### config.mk
export PLATFORM = sky130hd
export DESIGN_NAME = alu_seq_ctrl
export DESIGN_NICKNAME = d
export VERILOG_FILES = /design/src/rtl/alu_seq_ctrl.sv
export SDC_FILE = /design/constraint.sdc
export NUM_CORES = 1
export LEC_CHECK = 0
export ABC_AREA = 1
export BUFFER_PORTS_ARGS = -buffer_cell sky130_fd_sc_hd__buf_2
export CAP_MARGIN = 15
export CELL_PAD_IN_SITES_DETAIL_PLACEMENT = 1
export CELL_PAD_IN_SITES_GLOBAL_PLACEMENT = 1
export CORE_MARGIN = 5
export CORE_UTILIZATION = 30
export CTS_CLUSTER_SIZE = 28
export DETAILED_ROUTE_END_ITERATION = 8
export PLACE_DENSITY = 0.68
export SYNTH_ARGS = -nofsm -noshare
export SYNTH_HDL_FRONTEND = slang
export SYNTH_SLANG_ARGS = --single-unit
export TNS_END_PERCENT = 10
### constraint.sdc
create_clock -name clk -period 1.9 [get_ports clk]
set_input_delay 0.19 -clock clk [delete_from_list [all_inputs] [get_ports clk]]
set_output_delay 0.19 -clock clk [all_outputs]
set_load 0.02 [all_outputs]
### src/rtl/alu_seq_ctrl.sv
// alu_seq_ctrl -- front-panel sequencer for the board ALU datapath.
//
// Synchronises and edge-detects four push buttons, keeps the opcode and
// operand registers, issues one ALU operation per execute press over a
// start/done handshake, latches the result and builds the 16-bit word for
// the 7-segment scan driver.
//
// Build option: define DEBOUNCE_EN to insert a per-button stable-level
// filter (DB_CYCLES cycles) between the synchroniser and the edge detector.
// Without it the synchronised level feeds the edge detector directly.
//
// Ports:
//   clk        system clock, rising edge
//   rst_n      asynchronous active-low reset
//   sw         operand switches, A = sw[2*DW-1:DW], B = sw[DW-1:0]
//   btn        raw buttons: [0] next opcode, [1] load operands,
//              [2] execute, [3] toggle display
//   alu_a/b    operand registers
//   alu_op     opcode register (wraps modulo 2^OPW)
//   alu_start  one-cycle request pulse
//   alu_done   ALU completion, honoured only while waiting
//   alu_res    ALU result, valid with alu_done
//   busy       high while a request is being issued or awaited
//   err        sticky timeout flag, cleared by the next execute press
//   disp_data  word for the 7-segment driver
module alu_seq_ctrl #(
    parameter int DW        = 8,
    parameter int OPW       = 3,
    parameter int DB_CYCLES = 500000,
    parameter int TIMEOUT   = 255
) (
    input  logic            clk,
    input  logic            rst_n,
    input  logic [2*DW-1:0] sw,
    input  logic [3:0]      btn,
    output logic [DW-1:0]   alu_a,
    output logic [DW-1:0]   alu_b,
    output logic [OPW-1:0]  alu_op,
    output logic            alu_start,
    input  logic            alu_done,
    input  logic [2*DW-1:0] alu_res,
    output logic            busy,
    output logic            err,
    output logic [15:0]     disp_data
);

    localparam int TW = (TIMEOUT < 1) ? 1 : $clog2(TIMEOUT + 1);

    typedef enum logic [1:0] {ST_IDLE, ST_ISSUE, ST_WAIT, ST_DONE} state_t;

    // ---------------- button conditioning ----------------
    logic [3:0] sync1_q, sync1_d, sync2_q, sync2_d;
    logic [3:0] filt;
    logic [3:0] filt_prev_q, filt_prev_d;
    logic [3:0] press_q, press_d;

    always_comb begin
        sync1_d     = btn;
        sync2_d     = sync1_q;
        filt_prev_d = filt;
        // Registered rising edge: one-cycle press pulse, 3 cycles after the raw edge
        press_d     = filt & ~filt_prev_q;
    end

    always_ff @(posedge clk or negedge rst_n) begin
        if (!rst_n) begin
            sync1_q     <= '0;
            sync2_q     <= '0;
            filt_prev_q <= '0;
            press_q     <= '0;
        end else begin
            sync1_q     <= sync1_d;
            sync2_q     <= sync2_d;
            filt_prev_q <= filt_prev_d;
            press_q     <= press_d;
        end
    end

`ifdef DEBOUNCE_EN
    localparam int DBW = (DB_CYCLES < 2) ? 1 : $clog2(DB_CYCLES);

    logic [DBW-1:0] db_cnt_q [4];
    logic [DBW-1:0] db_cnt_d [4];
    logic [3:0]     filt_q, filt_d;

    // The filtered level follows the input only after it has differed for
    // DB_CYCLES consecutive cycles; agreeing again restarts the count.
    always_comb begin
        filt_d = filt_q;
        for (int i = 0; i < 4; i++) begin
            db_cnt_d[i] = '0;
            if (sync2_q[i] != filt_q[i]) begin
                if (db_cnt_q[i] == DBW'(DB_CYCLES - 1)) begin
                    filt_d[i] = sync2_q[i];
                end else begin
                    db_cnt_d[i] = db_cnt_q[i] + 1'b1;
                end
            end
        end
    end

    always_ff @(posedge clk or negedge rst_n) begin
        if (!rst_n) begin
            filt_q <= '0;
            for (int i = 0; i < 4; i++) db_cnt_q[i] <= '0;
        end else begin
            filt_q <= filt_d;
            for (int i = 0; i < 4; i++) db_cnt_q[i] <= db_cnt_d[i];
        end
    end

    assign filt = filt_q;
`else
    // DB_CYCLES only shapes the debounce build; this block just anchors it.
    if (DB_CYCLES < 1) begin : g_db_cycles_unused
    end

    assign filt = sync2_q;
`endif

    // ---------------- sequencer ----------------
    state_t          state_q, state_d;
    logic [DW-1:0]   a_q, a_d, b_q, b_d;
    logic [OPW-1:0]  op_q, op_d;
    logic [2*DW-1:0] res_q, res_d;
    logic            err_q, err_d;
    logic            disp_mode_q, disp_mode_d;
    logic [TW-1:0]   tmo_cnt_q, tmo_cnt_d;

    always_comb begin
        state_d     = state_q;
        a_d         = a_q;
        b_d         = b_q;
        op_d        = op_q;
        res_d       = res_q;
        err_d       = err_q;
        disp_mode_d = disp_mode_q;
        tmo_cnt_d   = tmo_cnt_q;
        alu_start   = 1'b0;
        busy        = 1'b0;

        case (state_q)
            ST_IDLE: begin
                // All simultaneous presses apply; operands loaded in the same
                // cycle as execute are therefore the ones issued.
                if (press_q[0]) op_d = op_q + 1'b1;
                if (press_q[1]) begin
                    a_d = sw[2*DW-1:DW];
                    b_d = sw[DW-1:0];
                end
                if (press_q[3]) disp_mode_d = ~disp_mode_q;
                if (press_q[2]) begin
                    err_d   = 1'b0;
                    state_d = ST_ISSUE;
                end
            end
            ST_ISSUE: begin
                alu_start = 1'b1;
                busy      = 1'b1;
                tmo_cnt_d = '0;
                if (press_q[3]) disp_mode_d = ~disp_mode_q;
                state_d   = ST_WAIT;
            end
            ST_WAIT: begin
                busy = 1'b1;
                if (press_q[3]) disp_mode_d = ~disp_mode_q;
                if (alu_done) begin
                    res_d   = alu_res;
                    state_d = ST_DONE;
                end else if (tmo_cnt_q == TW'(TIMEOUT)) begin
                    // Give up: flag the error and keep the previous result
                    err_d   = 1'b1;
                    state_d = ST_IDLE;
                end else begin
                    tmo_cnt_d = tmo_cnt_q + 1'b1;
                end
            end
            ST_DONE: begin
                disp_mode_d = 1'b1;
                state_d     = ST_IDLE;
            end
            default: state_d = ST_IDLE;
        endcase
    end

    always_ff @(posedge clk or negedge rst_n) begin
        if (!rst_n) begin
            state_q     <= ST_IDLE;
            a_q         <= '0;
            b_q         <= '0;
            op_q        <= '0;
            res_q       <= '0;
            err_q       <= 1'b0;
            disp_mode_q <= 1'b0;
            tmo_cnt_q   <= '0;
        end else begin
            state_q     <= state_d;
            a_q         <= a_d;
            b_q         <= b_d;
            op_q        <= op_d;
            res_q       <= res_d;
            err_q       <= err_d;
            disp_mode_q <= disp_mode_d;
            tmo_cnt_q   <= tmo_cnt_d;
        end
    end

    // ---------------- display word ----------------
    always_comb begin
        if (err_q)             disp_data = 16'hEEEE;
        else if (!disp_mode_q) disp_data = 16'({a_q, b_q});
        else                   disp_data = 16'(res_q);
    end

    assign alu_a  = a_q;
    assign alu_b  = b_q;
    assign alu_op = op_q;
    assign err    = err_q;

endmodule

==> After elaboration in Yosys (flattened, before gate mapping) <==
Index checks and enable logic that the tools add are counted.
{ "word_totals": {"register_bits": 63, "in_bits": 39, "output_inout_bits": 38, "wordCells": 55} }
{ "op_classes": {"add_sub_neg": 2, "n_eq_ne": 10, "mux": 17, "n_bitwise": 3, "reduce_logical": 11} }
{ "op_table": {"columns": ["cell", "count"], "rows": [
  ["$mux 16", 2],
  ["$mux 8", 2],
  ["$pmux 8 s2", 1],
  ["$add 8x1->8 const B", 1],
  ["$eq 8x8->1 const B", 1],
  ["$ne 2x2->1 const B", 4],
  ["$pmux 2 s4", 1],
  ["$reduce_and 2->1", 4],
  ["$mux 1", 6],
  ["$mux 2", 3],
  ["$and 4x4->4", 1],
  ["$eq 2x2->1 const B", 2],
  ["$not 4->4", 1],
  ["$pmux 1 s2", 2],
  ["$reduce_and 4->1", 1],
  ["$reduce_bool 2->1", 2],
  ["$add 3x1->3 const B", 1],
  ["$ne 3x3->1 const B", 1],
  ["$reduce_and 3->1", 1],
  ["$reduce_or 3->1", 1],
  ["$eq 2x1->1 const B", 1],
  ["$logic_not 2->1", 1],
  ["$ne 2x1->1 const B", 1],
  ["$reduce_or 2->1", 1],
  ["$not 1->1", 1]
]} }

==> Depth between registers and ports, before layout <==
Gate-level depths: netlist of the first run.
{ "depth": {"ltp_word": 4, "depth_mapped": 8, "mapped_depth_nobuf": 8} }

==> Least setup slack after synthesis of the first run <==
Ideal clock, no wire load.
{ "synth_timing": {"path_kind": "flip-flop to flip-flop", "start": "register state_q[0]", "end": "register res_q[10]", "arrival_ns": 1.343, "t_required_ns": 1.773, "slack_ns": 0.429, "path_stages_with_launch": 6, "path_buffers": 1, "synth_period_minus_slack_ns": 1.471, "cell_sequence": "dfrtp_1 -> inv_1 -> ha_1 -> nand2_2 -> buf_6 -> mux2_1"} }
{ "synth_via": {"elab_chain_cells": 2} }
{ "synth_lines": {"columns": ["item", "line_no", "rtl"], "rows": [
  ["start, declared", "122", "state_t state_q, state_d;"],
  ["start signal, assigned", "197", "state_q <= state_d;"],
  ["$eq 2x2->1", "142", "case (state_q)"],
  ["$reduce_and 2->1 (no line)", null, null],
  ["end signal, assigned", "201", "res_q <= res_d;"],
  ["end, declared", "125", "logic [2*DW-1:0] res_q, res_d;"]
]} }
Every way passes these cells.
A chain may end at the register's enable or synchronous reset.

==> Final worst setup path of the first run <==
{ "layout_timing": {"start": "register state_q[0]", "end": "register err_q, in the netlist err"} }
{ "layout_lines": {"columns": ["item", "line_no", "rtl"], "rows": [
  ["$eq 2x2->1 or $logic_not 2->1 (tied branches)", "142", null],
  ["$pmux 1 s2 (*)", "142", null],
  ["via err_d", "126", "logic err_q, err_d;"],
  ["end signal, assigned", "202", "err_q <= err_d;"],
  ["end, declared", "126", null]
]} }
Mark *: on every way through the listed nets, which the timed path passes. The rest lies on a longest branch.

==> results of run 1 <==
[registers in the layout (all words and copies together), names as in the netlist]
name         cells
state_q          2
tmo_cnt_q        8
sync1_q          4
alu_op           3
disp_mode_q      1
filt_prev_q      4
filt             4
press_q          4
res_q           16
alu_b            8
err              1
alu_a            8
[logic make-up after synthesis]
group	count (synthesis)	share of synthesized area [%]
buffers and inverters	30	4.93
flip-flops	63	56.5
XOR/XNOR	4	1.26
adder cells (fa/ha/maj)	7	3.14
multiplexers	32	14.3
AO/OA/AOI/OAI	10	1.93
AND/OR/NAND/NOR	116	18.0
[metal layers]
layer	wire [µm]	GRT usage [%]
met3	291	3.64
met2	3290	19.5
met1	2810	15.2
met4	121	4.93
met5	0	0
[power by group through the flow]
stage | Combinational [µW] | Clock [µW] | Sequential [µW]
2_1_floorplan | 1540 | 0 | 2310
3_3_place_gp | 2580 | 0 | 2100
3_5_place_dp | 2620 | 0 | 2130
4_1_cts | 2630 | 1000 | 2100
5_1_grt | 2830 | 1070 | 2170
6_report | 2580 | 969 | 2110
[worst max-delay path, delay by kind of cell (launching register included)]
kind	cells	cell delay (ps)
adders and majority gates	1	250
buffers and inverters	2	140
and+or+nand+nor	4	670
AOI/OAI and AO/OA	1	30
DFF	1	430
[area by class of cell]
class	count	area [µm²]
Tap cell	111	139
Timing Repair Buffer	84	478
Clock buffer	11	141
Sequential cell	63	1580
Fill cell	1056	5640
Clock inverter	2	10.0
Multi-Input combinational cell	169	1080
Inverter	23	93.8
[synth_stat cells]
cell / number
ha_1: 7
a21oi_2: 1
nand3_1: 30
nor2_2: 2
xor2_1: 2
mux2_1: 8
dfrtp_1: 63
clkbuf_1: 2
nand2_1: 60
a21oi_1: 1
mux2_2: 14
inv_2: 1
nor2_4: 1
or2_2: 2
xnor2_1: 2
mux2_4: 10
clkinv_1: 1
buf_6: 3
nor2_1: 16
inv_1: 21
buf_2: 2
o21ai_0: 8
nand2_2: 5
[stage by stage]
stage	cell area, µm²	total power, µW	utilization, %
floorplan	2790	3850	-
global placement	3310	4680	36.1
detailed placement	3310	4740	36.1
CTS	3510	5740	38.3
global route	3520	6070	38.4
finish	3520	5650	38.4
[path summary, 6_finish.rpt]
kind / startpoint / to / slack (ps)
max: state_q[0] / err / 250
min: alu_res[13] / res_q[13] / 60
max reg2reg: state_q[0] / err / 250
min reg2reg: sync1_q[3] / filt[3] / 350
max in group asynchronous: rst_n / filt_prev_q[1] / 1220
min in group asynchronous: rst_n / tmo_cnt_q[6] / 370
[repair_timing]
action	4_1_cts	5_1_grt
hold endpoints to repair	67	0
setup buffers	0	0
endpoints found under the setup margin	0	6
hold buffers	5	0
gates resized for setup	0	2
==> metrics.md, run 1 <==
| Metric | Value |
|---|---|
| Htree depth | 3 |
| Ports | 77 |
| Static Leak | 0.00185 µW |
| Vias in the first global route | 2161 |
| Sw Pwr | 2350 µW |
| Post-Layout Cell Count | 463 |
| Gr ovfl total | 0 |
| Synth warnings | 0 |
| Share of layout cells above drive strength 1 | 36.6% |
| NumNets Final | 396 |
| Initial core utilization | 30.5% |
| Power Internal | 3310 µW |
| Crit. End Element | flip-flop |
| Setup TNS Final | 0 ps |
| Most frequent cells in the layout | 76 x buf_2, 63 x dfrtp_1, 60 x nand2_1, 30 x nand3_1, 20 x inv_1 |
| Die area | 11300 µm² |
| Cell count of the worst hold path | 2 |
| CP max FO | 19 |
| Min Tclk post-route | 1650 ps |
| Clk pwr share | 17.1% |
| First-pass GRT wire length | 10800 µm |
| Post-synthesis sequential area ratio | 56.5% |
| Avg Inst Size Synth | 10.7 µm² |
| Worst R2R Path Depth | 8 |
| Routed wire length | 6520 µm |
| Worst Hold Slack | 61.8 ps |
| Commonest non-fill, non-tap cell in the layout | buf_2 |
| Root Driver | clkbuf_8 |
| Worst hold path type | in -> reg |
| Comb power frac | 45.6% |
| DP Cell Count | 445 |
| Max Root-Sink Buffers | 2 |
| Via count | 2085 |
| Max Cap Violations | 0 |
| Row count | 35 |
| Synth area leader | dfrtp_1 |
| Outcome | completed |
| Max incr delay on CP | 430 ps |
| Crit share post-route | 86.6% |
| Synth unique cells | 23 |
| IR drop worst, VDD | 0.000425 V |
| Routed Antenna Nets | 0 |
| Crit path cell chain | inv_1 -> ha_1 -> nand2_2 -> nand2_1 -> nor2_1 -> nand2_1 -> inv_1 -> a21oi_1 |
| DRT Pass-1 Iters | 4 |
| Die H | 106 µm |
| Clk Latency, worst-skew pair | 340 ps |
| Initial drt markers | 69 |
| CTS tree | built |
| Share of power burned in registers | 37.3% |
| Post-synthesis cell area | 2790 µm² |
| Syn_nets | 308 |
| Startpoint Class | flip-flop |
| Fin worst setup slack | 255 ps |
| Largest net degree at the start of global routing | 64 |
| Max_slew headroom | 70.7% |
| Yosys reg bits | 63 |
| Slowest CP cell | dfrtp_1 |
| PortBufs | 76 |
| Power Density | 1610 nW/µm² |
| Slew Viols, Final | 0 |
| FMAX | 608 MHz |
| TritonCTS Sinks | 63 |
| Core area | 9150 µm² |
| Hold Fails Final Rpt | 0 |
| Tightest Pin Transition | 438 ps |
| Final setup violation count | 0 |
| Share of the synthesized area in the top cell type | 56.5% |
| Worst EP arrival | 1860 ps |
| CTS Buf Count | 9 |
| # diodes | 0 |
| Setup WS pre-CTS | 176 ps |
| Reg clk slew, reported paths | 70 ps |
| Area growth, synth to finish | 26.0% |
| GPL Wtd Cong | 0.754 |
| RSZ-0062 raised after global routing | no |
| WL per Instance | 14.1 µm |
| Crit Path Class | reg -> reg |
| Die W | 106 µm |
| Req. time, crit path | 2110 ps |
| Largest cells by area after synthesis | dfrtp_1 56%, nand2_1 8.1%, mux2_2 5.6%, mux2_4 5.4%, nand3_1 5.4% |
| Final HPWL DP | 4790 µm |
| Post-synthesis cell count | 262 |
| Post-DR vias/cell | 4.50 |
| Sw Ratio | 41.5% |
| Aggregate global-route resource usage | 12.1% |
| Initial antenna violation count | 0 |
| DRC viols | 0 |
| Clock skew after layout | 9.94 ps |
(Power assumes the default switching activity.)
==> inputs of run 2 (changes only) <==
--- a/config.mk
+++ b/config.mk
@@ -5,7 +5,6 @@
 export SDC_FILE = /design/constraint.sdc
 export NUM_CORES = 1
 export LEC_CHECK = 0
-export ABC_AREA = 1
 export BUFFER_PORTS_ARGS = -buffer_cell sky130_fd_sc_hd__buf_2
 export CAP_MARGIN = 15
 export CELL_PAD_IN_SITES_DETAIL_PLACEMENT = 1
@@ -14,7 +13,7 @@
 export CORE_UTILIZATION = 30
 export CTS_CLUSTER_SIZE = 28
 export DETAILED_ROUTE_END_ITERATION = 8
-export PLACE_DENSITY = 0.68
+export PLACE_DENSITY_LB_ADDON = 0.1
 export SYNTH_ARGS = -nofsm -noshare
 export SYNTH_HDL_FRONTEND = slang
 export SYNTH_SLANG_ARGS = --single-unit
==> run 2 against run 1 <==
  * Critical path depth is 2 lower
  * Clock power grew 36%
  * Hold slack better by 23 ps
  * Maximum frequency is 8.3% lower
  * Count of clock-buffer cells in the layout shrank 2
  * Core utilization increased by 2.2 points
  * Critical path type unchanged
==> metrics.md, run 2 <==
| Metric | Value |
|---|---|
| Outcome | completed |
| IR drop worst, VDD | 0.00108 V |
| Final Cell Area | 3540 µm² |
| Via count | 1890 |
| EDFF count, synth | 0 |
| TritonCTS Sinks | 63 |
| Crit share post-route | 94.4% |
| Initial antenna violation count | 0 |
| Initial core utilization | 30.7% |
| CP max FO | 11 |
| FMAX | 558 MHz |
| Routed Antenna Nets | 0 |
| Most frequent cell after synthesis | dfrtp_1 |
| NumNets Final | 344 |
| Share of layout cells above drive strength 1 | 45.9% |
| Avg Inst Size Synth | 13.0 µm² |
| # diodes | 0 |
| Syn_nets | 252 |
| Root Driver | clkbuf_8 |
| Area growth, synth to finish | 32.2% |
| Setup Fix Bufs, Post-CTS | 0 |
| Row count | 34 |
| DRT Pass-1 Iters | 3 |
| Sw Pwr | 2370 µW |
| Synth area leader | dfrtp_1 |
| Commonest non-fill, non-tap cell in the layout | buf_2 |
| Yosys reg bits | 63 |
| Share of the synthesized area in the top cell type | 58.9% |
| Min Tclk post-route | 1790 ps |
| Reg clk slew, reported paths | 80 ps |
| Post-synthesis cell count | 206 |
| Sw Ratio | 38.6% |
| Hold Fails Final Rpt | 0 |
| Worst Hold Slack | 84.5 ps |
| Req. time, crit path | 2120 ps |
| Die area | 10900 µm² |
| Die W | 104 µm |
| First-pass GRT wire length | 10600 µm |
| CTS tree | built |
| Most frequent cells in the layout | 76 x buf_2, 62 x dfrtp_1, 34 x mux2_2, 17 x nor2b_1, 12 x a211o_1 |
| Reg with most FFs | res_q |
| Die H | 104 µm |
| Startpoint Class | flip-flop |
| Worst EP arrival | 2020 ps |
| Prevailing post-synth register cell | dfrtp_1 |
| Share of power burned in registers | 34.9% |
| Filler cells | 954 |
| Final HPWL DP | 4480 µm |
| Post-synthesis sequential area ratio | 58.9% |
| Synth unique cells | 34 |
| RSZ-0062 raised after global routing | no |
| Post-DR vias/cell | 4.60 |
| Power Internal | 3760 µW |
| Comb power frac | 43.6% |
| Cell count of the worst hold path | 2 |
| GPL Wtd Cong | 0.716 |
| Core area | 8720 µm² |
| Reg area | 1580 µm² |
| Routed wire length | 6400 µm |
| Max Cap Violations | 0 |
| Final setup violation count | 0 |
| CTS Buf Count | 9 |
| Async SR Flop Fraction | 100% |
| Clock skew after layout | 8.58 ps |
| Static Leak | 0.00174 µW |
| Worst R2R Path Depth | 6 |
| Ports | 77 |
| Max_slew headroom | 50.8% |
| Htree depth | 3 |
| Crit Path Class | reg -> reg |
| Most common library cells after synthesis | 63 x dfrtp_1, 34 x mux2_2, 17 x nor2b_1, 12 x a211o_1, 10 x nor2_1 |
| DP Area | 3260 µm² |
| Clk Latency, worst-skew pair | 330 ps |
| Aggregate global-route resource usage | 12.2% |
| Area of the multi-input gates | 1060 µm² |
| Number of flip-flops under the largest register name | 16 |
| Tightest Pin Transition | 738 ps |
| Initial drt markers | 42 |
| WL per Instance | 15.6 µm |
| Power Total | 6130 µW |
| PortBufs | 76 |
| Post-synthesis cell area | 2680 µm² |
| Gr ovfl total | 0 |
| Power Density | 1730 nW/µm² |
| Setup TNS Final | 0 ps |
| Vias in the first global route | 2079 |
| Max Root-Sink Buffers | 2 |
| Synth warnings | 0 |
| Largest net degree at the start of global routing | 64 |
| Clk pwr share | 21.5% |
| Crit. End Element | flip-flop |
| Largest cells by area after synthesis | dfrtp_1 59%, mux2_2 14%, nor2b_1 4.0%, a211o_1 3.9%, ha_1 3.3% |
| DRC viols | 0 |
| Slew Viols, Final | 0 |
| Worst hold path type | in -> reg |
[run 2: per-layer routing]
metal | track usage (%) | vias to the layer above | part of all wire [%]
li1 | - | 915 | -
met1 | 15.0 | 924 | 44
met2 | 20.2 | 46 | 50
met3 | 4.10 | 5 | 4.9
met4 | 3.61 | 0 | 0.92
met5 | 0 | - | 0
[run 2: final cells by class]
| cell class | instances | area share (%) |
|---|---|---|
| Clock buffer | 9 | 3.50 |
| Clock inverter | 7 | 2.83 |
| Inverter | 3 | 0.318 |
| Multi-Input combinational cell | 131 | 29.8 |
| Sequential cell | 63 | 44.6 |
| Tap cell | 108 | 3.82 |
| Timing Repair Buffer | 90 | 15.1 |
[run 2: logic make-up (layout without fill, tap and decap cells)]
family	Yosys count	after routing	share of synthesized area (%)
flip-flops	63	63	58.9
AND/OR/NAND/NOR	55	55	10.8
multiplexers	40	40	16.5
AO/OA/AOI/OAI	26	26	7.52
buffers and inverters	12	109	1.96
adder cells (fa/ha/maj)	7	7	3.27
XOR/XNOR	3	3	0.981
[run 2: path summary, 6_finish.rpt]
check                       startpoint      endpoint  slack [ps]
max                         state_q[0]  tmo_cnt_q[6]         110
min                        alu_res[13]     res_q[13]          80
max reg2reg                 state_q[0]  tmo_cnt_q[6]         110
min reg2reg                 sync1_q[3]       filt[3]         350
max in group asynchronous        rst_n     res_q[10]        1210
min in group asynchronous        rst_n      alu_b[1]         390
[run 2: worst max-delay path, stage by stage (launching register included)]
cell and delay, ps:
dfrtp_1 430, inv_1 100, ha_1 250, and2b_1 220, o21ai_4 140, mux2_2 370, a21o_1 170
[run 2: through the flow]
step           std cells  worst slack, ps  utilization (%)
2_1_floorplan        206              283                -
3_3_place_gp         390              110             37.3
4_1_cts              411             41.6             40.5
5_1_grt              411             15.8             40.6
6_report             411              107             40.6
3_5_place_dp         390             60.2             37.3
[run 2: power groups by stage]
stage,logic [µW],registers [µW],clock network [µW]
detailed placement,2700,2170,0
global route,2900,2210,1440
finish,2670,2140,1320
CTS,2720,2150,1380
floorplan,1580,2330,0
global placement,2690,2150,0
[run 2: repair_timing]
item                       in CTS  in global routing
resized for setup               0                  3
setup endpoints to repair       0                  5
hold endpoints to repair       67                  0
hold buffers                    5                  0
==> inputs of run 3 (changes only) <==
--- a/config.mk
+++ b/config.mk
@@ -13,6 +13,7 @@
 export CORE_UTILIZATION = 30
 export CTS_CLUSTER_SIZE = 28
 export DETAILED_ROUTE_END_ITERATION = 8
+export MAX_ROUTING_LAYER = met4
 export PLACE_DENSITY_LB_ADDON = 0.1
 export SYNTH_ARGS = -nofsm -noshare
 export SYNTH_HDL_FRONTEND = slang
==> run 3 against run 2 <==
  * Total power about the same
  * Cell area unchanged
  * Flip-flop and latch count unchanged
  * Largest power group unchanged
  * Highest routed layer unchanged
==> metrics.md, run 3 (synthesis gave the netlist of run 2 again) <==
| Metric | Value |
|---|---|
| Power Density | 1730 nW/µm² |
| Tightest Pin Transition | 713 ps |
| Clock skew after layout | 8.42 ps |
| CP max FO | 11 |
| Number of flip-flops under the largest register name | 16 |
| Min Tclk post-route | 1800 ps |
| Share of power burned in registers | 34.9% |
| Root Driver | clkbuf_8 |
| Max Cap Violations | 0 |
| Crit Path Class | reg -> reg |
| Worst Hold Slack | 84.0 ps |
| Slew Viols, Final | 0 |
| Via count | 1895 |
| Routed Antenna Nets | 0 |
| Comb power frac | 43.6% |
| Largest net degree at the start of global routing | 64 |
| DP Cell Count | 390 |
| Die area | 10900 µm² |
| R2r setup slk | 100 ps |
| # diodes | 0 |
| Crit. End Element | flip-flop |
| RSZ-0062 raised after global routing | no |
| Most frequent cells in the layout | 76 x buf_2, 62 x dfrtp_1, 34 x mux2_2, 17 x nor2b_1, 12 x a211o_1 |
| Htree depth | 3 |
| First-pass GRT wire length | 10600 µm |
| Static Leak | 0.00174 µW |
| Commonest non-fill, non-tap cell in the layout | buf_2 |
| DP Area | 3260 µm² |
| Post-Layout Cell Count | 411 |
| Initial drt markers | 35 |
| Setup Fix Bufs, Post-CTS | 0 |
| Vias in the first global route | 2075 |
| Final Cell Area | 3540 µm² |
| Die W | 104 µm |
| Power Internal | 3760 µW |
| GPL Wtd Cong | 0.724 |
| WL per Instance | 15.6 µm |
| Sw Pwr | 2370 µW |
| Filler cells | 954 |
| Initial core utilization | 30.7% |
| Outcome | completed |
| Hold Fails Final Rpt | 0 |
| PortBufs | 76 |
| Clk pwr share | 21.5% |
| Sw Ratio | 38.6% |
| Clk Latency, worst-skew pair | 330 ps |
| DRC viols | 0 |
| DRT Pass-1 Iters | 3 |
| IR drop worst, VDD | 0.00107 V |
| Routed wire length | 6400 µm |
| CTS tree | built |
| Fin worst setup slack | 103 ps |
| Worst EP arrival | 2020 ps |
| FMAX | 556 MHz |
| Final HPWL DP | 4480 µm |
| Max Root-Sink Buffers | 2 |
| Reg clk slew, reported paths | 80 ps |
| Aggregate global-route resource usage | 12.5% |
| Reg with most FFs | res_q |
| Area of the multi-input gates | 1060 µm² |
| Row count | 34 |
| Req. time, crit path | 2120 ps |
| Area growth, synth to finish | 32.2% |
| Worst hold path type | in -> reg |
| Gr ovfl total | 0 |
| Final setup violation count | 0 |
| Post-DR vias/cell | 4.61 |
| Startpoint Class | flip-flop |
| Share of layout cells above drive strength 1 | 45.9% |
| CTS Buf Count | 9 |
| Core area | 8720 µm² |
| NumNets Final | 344 |
| Die H | 104 µm |
| Initial antenna violation count | 0 |
| Reg area | 1580 µm² |
| TritonCTS Sinks | 63 |
| Crit share post-route | 94.6% |
| Ports | 77 |
| Setup WS pre-CTS | 60.2 ps |
| Max_slew headroom | 52.5% |
| Setup TNS Final | 0 ps |
==> run 3: cell counts in the layout (fill, tap and decap cells not counted) <==
Identical to the previous run, type by type.
==> run 3: layout make-up <==
type | count | share of cell area [%]
sequential | 63 | 44.6
multi-input combinational | 131 | 29.8
timing repair buffer | 90 | 15.1
tap | 108 | 3.82
clock buffer | 9 | 3.50
clock inverter | 7 | 2.83
inverter | 3 | 0.318
==> run 3: power by group through the flow <==
stage,Sequential [µW],Clock [µW],Combinational (µW)
after floorplan,2330,0,1580
after global placement,2150,0,2690
after detailed placement,2170,0,2700
after CTS,2150,1380,2720
after global routing,2210,1440,2900
final,2140,1320,2670
==> run 3: critical path, cell delays in order (launching register included) <==
cell and delay [ps]:
dfrtp_1 430, inv_1 110, ha_1 250, and2b_1 220
o21ai_4 150, mux2_2 370, a21o_1 170
==> run 3: what timing repair did <==
item / in CTS / in global routing
resized for setup: 0 / 3
setup endpoints to repair: 0 / 5
hold buffers: 5 / 0
hold endpoints to repair: 67 / 0
==> run 3: per-stage QoR <==
| stage | power [µW] | utilization [%] |
|---|---|---|
| 2_1_floorplan | 3910 | - |
| 4_1_cts | 6250 | 40.5 |
| 3_5_place_dp | 4870 | 37.3 |
| 3_3_place_gp | 4840 | 37.3 |
| 6_report | 6130 | 40.6 |
| 5_1_grt | 6550 | 40.6 |
==> run 3: path summary, 6_finish.rpt <==
check                             from      endpoint  cells after the start
max                         state_q[0]  tmo_cnt_q[6]                      6
min                        alu_res[13]     res_q[13]                      2
max reg2reg                 state_q[0]  tmo_cnt_q[6]                      6
min reg2reg                 sync1_q[3]       filt[3]                      0
max in group asynchronous        rst_n   disp_mode_q                      3
min in group asynchronous        rst_n      alu_b[1]                      3
==> run 3: layer usage <==
metal	up-vias	track usage [%]	share of wire (%)
li1	916	-	-
met2	46	20.1	50
met1	928	15.1	44
met3	5	3.91	4.7
met4	0	3.61	0.92
met5	-	-	0
